[src/rtl/servo_pwm_bank.sv]
// Bank of N_CH hobby-servo PWM channels sharing one microsecond frame counter.
// Positions are double-buffered: port writes land in a shadow copy that becomes active at frame end or restart.
module servo_pwm_bank #(
    parameter int CLK_PER_US = 50,
    parameter int PERIOD_US  = 20000,
    parameter int N_CH       = 4,
    parameter int POS_W      = 8,
    parameter int MIN_US     = 1000,
    parameter int STEP_US    = 4,
    localparam int US_W      = $clog2(PERIOD_US),
    localparam int CH_W      = (N_CH > 1) ? $clog2(N_CH) : 1
) (
    input  logic              clk,
    input  logic              rst,
    input  logic              wr_en,
    input  logic [CH_W-1:0]   wr_ch,
    input  logic [POS_W-1:0]  wr_pos,
    input  logic              wr_chen,
    input  logic              restart,
    output logic [N_CH-1:0]   pwm_out,
    output logic              frame_start,
    output logic              wr_err,
    output logic [US_W-1:0]   cur_us
);

    localparam int PS_W = (CLK_PER_US > 1) ? $clog2(CLK_PER_US) : 1;
    localparam longint MAX_WIDTH_US =
        longint'(MIN_US) + ((longint'(1) << POS_W) - 1) * longint'(STEP_US);

    localparam logic [PS_W-1:0] PS_LAST  = PS_W'(CLK_PER_US - 1);
    localparam logic [US_W-1:0] US_LAST  = US_W'(PERIOD_US - 1);
    localparam logic [US_W:0]   MIN_WID  = (US_W + 1)'(MIN_US);
    localparam logic [US_W:0]   STEP_WID = (US_W + 1)'(STEP_US);
    localparam logic [CH_W:0]   N_CH_WID = (CH_W + 1)'(N_CH);

    // The longest pulse must end strictly inside the frame, otherwise the output never drops.
    generate
        if (MAX_WIDTH_US >= longint'(PERIOD_US) || CLK_PER_US < 1 || N_CH < 1) begin : g_bad_params
            $fatal(1, "servo_pwm_bank: illegal parameter combination");
        end
    endgenerate

    logic [PS_W-1:0]            presc_q, presc_d;
    logic [US_W-1:0]            us_q, us_d;
    logic [N_CH-1:0][POS_W-1:0] shd_pos_q, shd_pos_d;
    logic [N_CH-1:0][POS_W-1:0] act_pos_q, act_pos_d;
    logic [N_CH-1:0]            shd_en_q, shd_en_d;
    logic [N_CH-1:0]            act_en_q, act_en_d;
    logic [N_CH-1:0]            pwm_q, pwm_d;
    logic                       frame_start_q, frame_start_d;
    logic                       wr_err_q, wr_err_d;
    logic [N_CH-1:0][US_W:0]    width;
    logic                       tick;
    logic                       frame_end;
    logic                       wr_ok;

    always_comb begin
        tick      = (presc_q == PS_LAST);
        frame_end = tick && (us_q == US_LAST);
        wr_ok     = wr_en && ({1'b0, wr_ch} < N_CH_WID);

        presc_d = tick ? '0 : presc_q + 1'b1;
        us_d    = us_q;
        if (tick) begin
            us_d = (us_q == US_LAST) ? '0 : us_q + 1'b1;
        end
        if (restart) begin
            presc_d = '0;
            us_d    = '0;
        end

        // Active copy is loaded from the shadow as it stood before this edge's write.
        act_pos_d = act_pos_q;
        act_en_d  = act_en_q;
        if (restart || frame_end) begin
            act_pos_d = shd_pos_q;
            act_en_d  = shd_en_q;
        end

        shd_pos_d = shd_pos_q;
        shd_en_d  = shd_en_q;
        for (int i = 0; i < N_CH; i++) begin
            if (wr_ok && (wr_ch == CH_W'(i))) begin
                shd_pos_d[i] = wr_pos;
                shd_en_d[i]  = wr_chen;
            end
        end

        for (int i = 0; i < N_CH; i++) begin
            width[i] = MIN_WID + (US_W + 1)'(act_pos_q[i]) * STEP_WID;
            pwm_d[i] = act_en_q[i] && ({1'b0, us_q} < width[i]);
        end

        frame_start_d = (presc_q == '0) && (us_q == '0);
        wr_err_d      = wr_en && !wr_ok;
    end

    always_ff @(posedge clk) begin
        if (rst) begin
            presc_q       <= '0;
            us_q          <= '0;
            shd_pos_q     <= '0;
            shd_en_q      <= '0;
            act_pos_q     <= '0;
            act_en_q      <= '0;
            pwm_q         <= '0;
            frame_start_q <= 1'b0;
            wr_err_q      <= 1'b0;
        end else begin
            presc_q       <= presc_d;
            us_q          <= us_d;
            shd_pos_q     <= shd_pos_d;
            shd_en_q      <= shd_en_d;
            act_pos_q     <= act_pos_d;
            act_en_q      <= act_en_d;
            pwm_q         <= pwm_d;
            frame_start_q <= frame_start_d;
            wr_err_q      <= wr_err_d;
        end
    end

    assign pwm_out     = pwm_q;
    assign frame_start = frame_start_q;
    assign wr_err      = wr_err_q;
    assign cur_us      = us_q;

endmodule
[config.mk]
export PLATFORM = sky130hd
export DESIGN_NAME = servo_pwm_bank
export DESIGN_NICKNAME = d
export VERILOG_FILES = /design/src/rtl/servo_pwm_bank.sv
export SDC_FILE = /design/constraint.sdc
export NUM_CORES = 1
export LEC_CHECK = 0
export CORE_MARGIN = 3
export CORE_UTILIZATION = 50
export CTS_BUF_LIST = sky130_fd_sc_hd__clkbuf_8
export DETAILED_ROUTE_END_ITERATION = 8
export GPL_TIMING_DRIVEN = 1
export PLACE_DENSITY = 0.8
export SLEW_MARGIN = 0
export SYNTH_ARGS = -nofsm -noshare
export SYNTH_HDL_FRONTEND = slang
export SYNTH_SLANG_ARGS = --single-unit
[constraint.sdc]
create_clock -name clk -period 2.8 [get_ports clk]
set_input_delay 0.28 -clock clk [delete_from_list [all_inputs] [get_ports clk]]
set_output_delay 0.28 -clock clk [all_outputs]
set_load 0.05 [all_outputs]
==> results by group <==
Power and ir drop
  • Comb pwr share: under 10%
  • VDD IR max: ~0.00036 V
  • Clock network power share: 36.3%
  • P_int: between 1.5 and 2 mW
  • Lkg Pwr: around 2.1 nW
  • Sw power: 0.644 mW
  • Flop pwr share: a little under three fifths
  • P per Cell Area: 477 mW/mm2
  • Net Sw Frac: 25.2%

Floorplanning
  • Die Wd: slightly above 100 um
  • Io pins: 36
  • Die Area: between 0.01 and 0.015 mm2
  • Initial Utilization: ~53%
  • Row count: 34
  • CORE AREA: approximately 0.0089 mm2
  • Die height: 103 um

Clock tree
  • Number of CTS-inserted buffers: 9
  • Cts repair resizes: 0
  • Post-CTS Hold Buffers: 0
  • Clock Sinks: between 90 and 100
  • Clock root cell: clkbuf_8
  • CTS max path bufs: 2
  • CTS tree: built
  • Worst-Skew Late Latency: about 0.37 ns
  • Reg clk slew, reported paths: approximately 0.1 ns
  • Post-CTS Setup Repair Bufs: 0
  • H-tree levels: 3

Global route
  • Initial antenna violation count: 0
  • First-pass GRT wire length: around 18,000 um
  • Vias in the first global route: between 3,000 and 4,000
  • GR Overflow Total: 0
  • GRT Util Overall: about 22%
  • Largest net degree at the start of global routing: 77

Status
  • Status: finished clean

Setup path
  • CP startpoint: cur_us[3]
  • Critical path class: reg2reg
  • Startpoint class of the critical path: flip-flop
  • Register-to-register setup slack: approximately 0.59 ns
  • Worst reg2reg startpoint: cur_us[3]
  • Worst path arrival time: 2.49 ns
  • Worst-path fanout max: 36
  • CP required: a little over 3 ns
  • Crit path capture type: flip-flop

Yosys
  • Synth Register Bits: slightly below 100
  • Largest cells by area after synthesis: dfxtp_1, ha_1, nand2_1
  • Async SR Flop Fraction: 0%
  • Sequential share of the synthesized area: between 40 and 50%
  • Netlist Area Pre-Place: between 0.004 and 0.005 mm2
  • Number of synthesized flops with an enable pin: 0
  • Avg Inst Size Synth: 8.46 um2
  • Unique masters post-synth: 39
  • Largest area contributor in the netlist: dfxtp_1
  • Syn_nets: between 600 and 700
  • Post-synth top area share: between 40 and 50%
  • Syn. warnings: 0
  • Main synth FF type: dfxtp_1
  • Syn Inst Count: roughly 560

STA
  • Worst Tran Pin Value: 0.884 ns
  • Endpoints failing setup: 0
  • Fmax: roughly 450 MHz
  • Fin. max-slew vios: 0
  • RSZ-0062 raised after global routing: no
  • Fin crit period: about 2.2 ns
  • Slew margin rel.: around two fifths
  • Final hold slack: 0.387 ns
  • Setup TNS: 0 ns
  • Hold Fails Final Rpt: 0
  • Max Clock Skew: about 0.015 ns
  • Final period util: approximately 80%

Min path
  • Worst hold path class: in2reg
  • Hold Crit Start: rst

Layout
  • Fillers: 796
  • Most frequent cells in the layout: nand2_1, dfxtp_1, a21oi_1
  • N_diodes: 0
  • Area grow syn2layout: 13.4%
  • Fin util: 60.0%
  • Cell area after layout: about 0.0054 mm2
  • Share of layout cells above drive strength 1: about 5.4%
  • Final nets: around 650
  • Commonest non-fill, non-tap cell in the layout: nand2_1

Drt
  • DRC: 0
  • DRT Pass-1 Iters: 4
  • Detail Route Antenna Nets: 0
  • Via count: just under 4,000
  • Post-Route WL: around 11,000 um
  • Iteration-0 DRC Markers: around 180
  • Vias per cell: 5.56
  • Drt wl/cell: roughly 15 um

Placed design
  • Final HPWL DP: 7550 um
  • GPL Wtd Cong: 0.856
  • Placement Cell Area: around 0.0052 mm2
  • Port bufs: 34

Job
  • MaxCap Viol Count: 0
synthesized netlist by cell type, types with 2 or more instances:
master and n:
a31oi_1 4, o21ai_0 4, dfxtp_1 98, or4_1 2, or3_1 4, buf_6 3, nor4b_1 2, nor2_1 43
buf_4 2, nand3b_1 3, clkbuf_1 14, nand2_1 126, o21a_1 2, a211oi_1 2, and4_1 2, nor4_1 4
or2_2 2, nor3b_1 5, inv_1 8, a21o_1 7, and3_1 4, buf_1 4, nor3_1 13, ha_1 41
mux2i_1 18, nand4_1 8, xnor2_1 23, nand3_1 9, nand2b_1 5, nand4b_1 2, a21oi_1 74, xor2_1 14
per-layer routing:
layer,part of all wire [%],track usage (%)
met2,46,35.3
met4,1.8,8.76
met5,0,0
met3,6.2,5.30
met1,46,28.3
per-stage QoR:
stage	power (mW)	cells	setup WS [ns]
6_report	2.56	704	0.592
5_1_grt	2.67	704	0.407
4_1_cts	2.58	704	0.602
3_5_place_dp	1.66	688	0.697
3_3_place_gp	1.65	688	0.756
2_1_floorplan	1.60	559	0.577
flip-flops by register name, indices dropped and copies added (netlist names):
name and flops:
act_en_q 4, act_pos_q 32, cur_us 15, frame_start 1
presc_q 6, pwm_out 4, shd_en_q 4, shd_pos_q 32
power by group through the flow:
stage	clock network (mW)	logic [mW]	registers (mW)
after floorplan	0	0.125	1.47
after global placement	0	0.179	1.47
after detailed placement	0	0.186	1.48
after CTS	0.950	0.187	1.44
after global routing	1.01	0.209	1.45
final	0.928	0.186	1.44
final timing paths:
| path | to | cells after the start |
|---|---|---|
| worst max-delay path | act_pos_q[31] | 6 |
| worst min-delay path | pwm_out[1] | 5 |
| worst max register to register | act_pos_q[31] | 6 |
| worst min register to register | act_en_q[2] | 2 |
worst max-delay path: stages, from the launching register on:
cell	delay [ns]
dfxtp_1	0.59
nand3_1	0.39
nor4_4	0.35
a21o_1	0.17
buf_4	0.32
nand2_1	0.13
a21oi_1	0.17
layout make-up:
cell class	count	area, um2	share of cell area, %
clock buffer	9	124	2.31
clock inverter	7	75.1	1.40
inverter	8	30.0	0.560
multi-input combinational	429	2620	48.8
sequential	98	1960	36.6
tap	108	135	2.52
timing repair buffer	45	418	7.79
logic make-up (layout without fill, tap and decap cells):
kind of cell	after synthesis	in the layout	synth area share, %
muxes	18	18	3.81
other	1	1	0.0793
AOI/OAI and AO/OA	94	94	10.7
xor gates and xnor gates	37	37	6.85
buffers and inverters	32	69	3.20
and+or+nand+nor	238	238	23.0
adders and majority gates	41	41	10.8
DFF	98	98	41.5
Note: power is estimated with default switching activity, not from simulation.
